## config.mk

```make
export PLATFORM = sky130hd
export DESIGN_NAME = pulp_clk_gate_ctrl
export DESIGN_NICKNAME = d
export VERILOG_FILES = /design/src/rtl/pulp_cg_pkg.sv /design/src/rtl/pulp_clock_gating.sv /design/src/rtl/pulp_clk_gate_ctrl.sv
export SDC_FILE = /design/constraint.sdc
export NUM_CORES = 1
export LEC_CHECK = 0
export CAP_MARGIN = 40
export CORE_MARGIN = 1
export CORE_UTILIZATION = 50
export CTS_BUF_LIST = sky130_fd_sc_hd__clkbuf_16
export DETAILED_ROUTE_END_ITERATION = 6
export GPL_TIMING_DRIVEN = 0
export PLACE_DENSITY = 0.91
export SLEW_MARGIN = 20
export SYNTH_ARGS = -nofsm -noshare
export SYNTH_HDL_FRONTEND = slang
export SYNTH_SLANG_ARGS = --single-unit
```

## constraint.sdc

```tcl
create_clock -name clk_i -period 2.5 [get_ports clk_i]
set_input_delay 0.375 -clock clk_i [delete_from_list [all_inputs] [get_ports clk_i]]
set_output_delay 0.375 -clock clk_i [all_outputs]
set_load 0.05 [all_outputs]
```

## src/rtl/pulp_cg_pkg.sv

```systemverilog
// -----------------------------------------------------------------------------
// pulp_cg_pkg : shared types and defaults for the automatic clock-gate controller
// Rev 1.0
// -----------------------------------------------------------------------------
`default_nettype none

package pulp_cg_pkg;

    typedef enum logic [2:0] {
        RUN       = 3'd0,
        IDLE_WAIT = 3'd1,
        QUIESCE   = 3'd2,
        GATED     = 3'd3,
        WAKE      = 3'd4
    } cg_state_e;

    localparam int unsigned DEFAULT_WAKE_CYCLES = 2;

endpackage

`default_nettype wire

```

## src/rtl/pulp_clock_gating.sv

```systemverilog
// -----------------------------------------------------------------------------
// pulp_clock_gating : latch-based integrated clock gate with scan enable
// Rev 1.0
// -----------------------------------------------------------------------------
`default_nettype none

module pulp_clock_gating (
    input  logic clk_i,
    input  logic en_i,
    input  logic test_en_i,
    output logic clk_o
);

    logic en_latch_q;

    // Transparent while the clock is low so the enable can only change between pulses.
    always_latch begin
        if (!clk_i) begin
            en_latch_q = en_i | test_en_i;
        end
    end

    assign clk_o = clk_i & en_latch_q;

endmodule

`default_nettype wire

```

## src/rtl/pulp_clk_gate_ctrl.sv

```systemverilog
// -----------------------------------------------------------------------------
// pulp_clk_gate_ctrl : idle-detecting clock-gate controller with quiesce handshake
// Rev 1.0
// -----------------------------------------------------------------------------
`default_nettype none

module pulp_clk_gate_ctrl
    import pulp_cg_pkg::*;
#(
    parameter int unsigned NUM_REQ     = 4,
    parameter int unsigned CNT_W       = 8,
    parameter int unsigned WAKE_CYCLES = DEFAULT_WAKE_CYCLES
) (
    input  logic               clk_i,
    input  logic               rst_ni,
    input  logic               test_en_i,
    input  logic               cfg_en_i,
    input  logic [CNT_W-1:0]   cfg_idle_cycles_i,
    input  logic [NUM_REQ-1:0] busy_i,
    input  logic [NUM_REQ-1:0] wake_req_i,
    output logic               qreq_o,
    input  logic               qack_i,
    output logic               clk_en_o,
    output logic               gated_o,
    output logic               clk_o
);

    localparam logic [CNT_W-1:0] WAKE_LOAD = CNT_W'(WAKE_CYCLES - 1);
    localparam logic [CNT_W-1:0] CNT_ONE   = CNT_W'(1);

    cg_state_e        state_q, state_d;
    logic [CNT_W-1:0] cnt_q, cnt_d;
    logic             clk_en_q, clk_en_d;
    logic             qreq_q, qreq_d;
    logic             gated_q, gated_d;
    logic             act;
    logic             wake_any;

    assign wake_any = |wake_req_i;
    assign act      = (|busy_i) | wake_any;

    always_ff @(posedge clk_i or negedge rst_ni) begin
        if (!rst_ni) begin
            state_q  <= RUN;
            cnt_q    <= '0;
            clk_en_q <= 1'b1;
            qreq_q   <= 1'b0;
            gated_q  <= 1'b0;
        end else begin
            state_q  <= state_d;
            cnt_q    <= cnt_d;
            clk_en_q <= clk_en_d;
            qreq_q   <= qreq_d;
            gated_q  <= gated_d;
        end
    end

    always_comb begin
        state_d  = state_q;
        cnt_d    = cnt_q;
        clk_en_d = clk_en_q;
        qreq_d   = qreq_q;
        gated_d  = gated_q;

        case (state_q)
            RUN: begin
                // A still-high qack means the previous handshake has not closed yet.
                if (cfg_en_i && !act && !qack_i) begin
                    state_d = IDLE_WAIT;
                    cnt_d   = cfg_idle_cycles_i;
                end
            end

            IDLE_WAIT: begin
                if (act || !cfg_en_i) begin
                    state_d = RUN;
                end else if (cnt_q == '0) begin
                    state_d = QUIESCE;
                    qreq_d  = 1'b1;
                end else begin
                    cnt_d = cnt_q - CNT_ONE;
                end
            end

            QUIESCE: begin
                // Abort is checked first so late activity always keeps the clock.
                if (act || !cfg_en_i) begin
                    state_d = RUN;
                    qreq_d  = 1'b0;
                end else if (qack_i) begin
                    state_d  = GATED;
                    clk_en_d = 1'b0;
                    gated_d  = 1'b1;
                end
            end

            GATED: begin
                if (wake_any || !cfg_en_i) begin
                    state_d  = WAKE;
                    clk_en_d = 1'b1;
                    gated_d  = 1'b0;
                    cnt_d    = WAKE_LOAD;
                end
            end

            WAKE: begin
                if (cnt_q == '0) begin
                    state_d = RUN;
                    qreq_d  = 1'b0;
                end else begin
                    cnt_d = cnt_q - CNT_ONE;
                end
            end

            default: begin
                state_d  = RUN;
                cnt_d    = '0;
                clk_en_d = 1'b1;
                qreq_d   = 1'b0;
                gated_d  = 1'b0;
            end
        endcase
    end

    assign qreq_o   = qreq_q;
    assign clk_en_o = clk_en_q;
    assign gated_o  = gated_q;

    pulp_clock_gating u_icg (
        .clk_i     (clk_i),
        .en_i      (clk_en_q),
        .test_en_i (test_en_i),
        .clk_o     (clk_o)
    );

endmodule

`default_nettype wire

```

==> results.md, run 1 <==
* DP HPWL at 1.90 mm
* Vias per cell at 5.99
* Seq cells post-synth at 15
* Post-synth top cells: dfrtp_1, nor2_1, mux2_4
* Vias in the first global route at 1,089
* Cell Pwr Density at 1210 nW/um^2
* Proportion of layout cells with a drive suffix above 1 at 23.0%
* GRT Overall Usage at 25.6%
* Setup TNS at -0.200 ns
* Non-filler instance count after layout at 179
* Max Cap Violations at 0
* FP Rows at 16
* Post-route DRC at 0
* Cell area after synthesis at 1140 sq um
* Peak supply drop at 1.09 mV
* Port Buffers at 24
* Crit Path Max Fanout at 1
* First-pass GRT wire length at 4.73 mm
* Routed Wire Length at 2.89 mm
* CP max stage delay at 0.39 ns
* Setup violators final at 2
* Clock transition at path regs at 0.05 ns
* # hold bufs at CTS at 0
* Worst min path class: input pin to asynchronous set/reset pin
* Mapped Cells at 118
* Main synth FF type: dfrtp_1
* DR vias at 1,073
* Antenna violations before repair at 0
* EDFF count, synth at 0
* PnR worst setup slack at -0.200 ns
* CP Cell Sequence: and2_4, buf_8
* Hold Vio Cnt, Final at 0
* Placed insts at 169
* Post-synth top area share at 28.6%
* Die X at 49.7 um
* Design area at 1610 sq um
* CTS tree: done
* Iter 0 DRT Violations at 18
* Async SR Flop Fraction at 93.3%
* Core Area at 2040 sq um
* Count leader, synth: dfrtp_1
* Placer Congestion at 0.902
* Die ar. at 2470 sq um
* Number of nets in the layout at 176
* Crit. End Element: primary output
* Place WS at -0.377 ns
* Leak at 0.693 nW
* Relative slew margins at 54.1%
* Slowest CP cell: dlxtn_1
* Unrepaired setup endpoints after global routing: true
* Setup CP Type: latch to primary output
* Antenna diode count at 0
* Power, Total at 1.94 mW
* Drt pass-1 iters at 4
* Post-synth net total at 141
* Crit path max-delay family: latches
* Clock skew at 0.00103 ns
* Failing checks: negative setup slack
* Layout Utilization at 78.9%
* Worst EP required at 2.12 ns
* Status: complete, but fails checks
* DP Area at 1410 sq um
* Top cells by area, synth: dfrtp_1, mux2_4, xor2_1
* Initial core utilization at 55.8%
* Startpoint types: latch
* Layout area overhead at 41.4%
* Io pins at 25
* ANT nets after route at 0
* Post-synthesis cell type count at 45
* FILL cells at 124
* YS warnings at 0
* Chip height at 49.7 um
* WP data arrival at 2.32 ns
* Worst Tran Pin Value at 0.686 ns
* Largest net degree at the start of global routing at 15
* WHS at 0.431 ns
* Worst path bufs/invs at 1
* Clock latency on the worst-skew pair at 0.36 ns
* Synth Area per Inst at 9.65 sq um
* Final Max Tran Viols at 0
* GRT overflow at 0
* WL/cell at 16.1 um
* Area leader, netlist: dfrtp_1
## what timing repair did
item | in CTS | in global routing
gates resized for setup | 9 | 0
endpoints found under the setup margin | 2 | 10
pin swaps | 0 | 2
setup buffers | 0 | 3
## logic make-up after synthesis
logic type | after synthesis | synth area share (%)
and+or+nand+nor | 43 | 23.2
AOI/OAI and AO/OA | 26 | 18.6
DFF | 14 | 30.9
buffers and inverters | 13 | 4.39
muxes | 11 | 13.3
xor gates and xnor gates | 8 | 6.15
adders and majority gates | 2 | 2.20
latches | 1 | 1.32
## layout make-up
type	instances	area [sq um]	area share, %
timing repair buffer	26	265	16.5
inverter	8	30.0	1.86
multi-input combinational	90	724	45.0
buffer	5	20.0	1.24
clock inverter	1	5.00	0.311
clock buffer	7	165	10.3
sequential	15	367	22.8
tap	27	33.8	2.10
## registers in the layout, indices dropped and copies added (netlist names)
| signal | flops |
|---|---|
| u_icg.en_latch_q | 1 |
| state_q | 3 |
| clk_en_o | 1 |
| qreq_o | 1 |
| cnt_q | 8 |
| gated_o | 1 |
## layer usage
metal | vias up | wire [um] | global-route usage, %
met3 | 9 | 143 | 7.72
met1 | 512 | 1220 | 28.1
met4 | 0 | 68 | 14.3
met5 | - | 0 | 0
met2 | 50 | 1450 | 43.5
li1 | 502 | - | -
## worst reg2reg max path: stages (launching register included)
cell,delay (ns)
dfrtp_1,0.43
or4_4,0.56
nor4b_4,0.33
a31oi_1,0.19
o21ai_4,0.21
buf_12,0.15
mux2_4,0.30
## final timing paths
path,startpoint,end,slack (ns),cells past startpoint
setup / recovery,u_icg.en_latch_q,clk_o,-0.20,2
hold / removal,rst_ni,cnt_q[2],0.43,1
setup reg to reg,cnt_q[4],cnt_q[6],0.21,6
hold reg to reg,clk_en_o,clk_en_o,0.53,1
max in group asynchronous,rst_ni,cnt_q[7],1.63,1
min in group clk_i,clk_en_o,clk_en_o,0.53,1
## layout by cell type (no fill, tap or decap), drive strengths merged, types with 5 or more instances in the layout
master         synthesis  routed
buf                    1       5
nand2                  6       6
clkbuf                 4      10
nor3                   6       6
clkdlybuf4s50          0      23
xor2                   5       5
nor2                  11      11
inv                    8       8
dfrtp                 13      13
mux2                   9       9
o21ai                  6       6
## power breakdown
group | leakage (nW) | internal [mW] | switching (mW)
logic | 0.425 | 0.435 | 0.386
registers | 0.178 | 0.314 | 0.109
clock network | 0.0900 | 0.484 | 0.214
total | 0.693 | 1.23 | 0.709
(Power assumes the default switching activity.)
==> inputs of run 2 (changes only) <==
ABC_CLOCK_PERIOD_IN_PS = 2500   (was not set)
==> results of run 2 <==
Same layout as run 1: the final DEF is identical, and so are final timing and power.
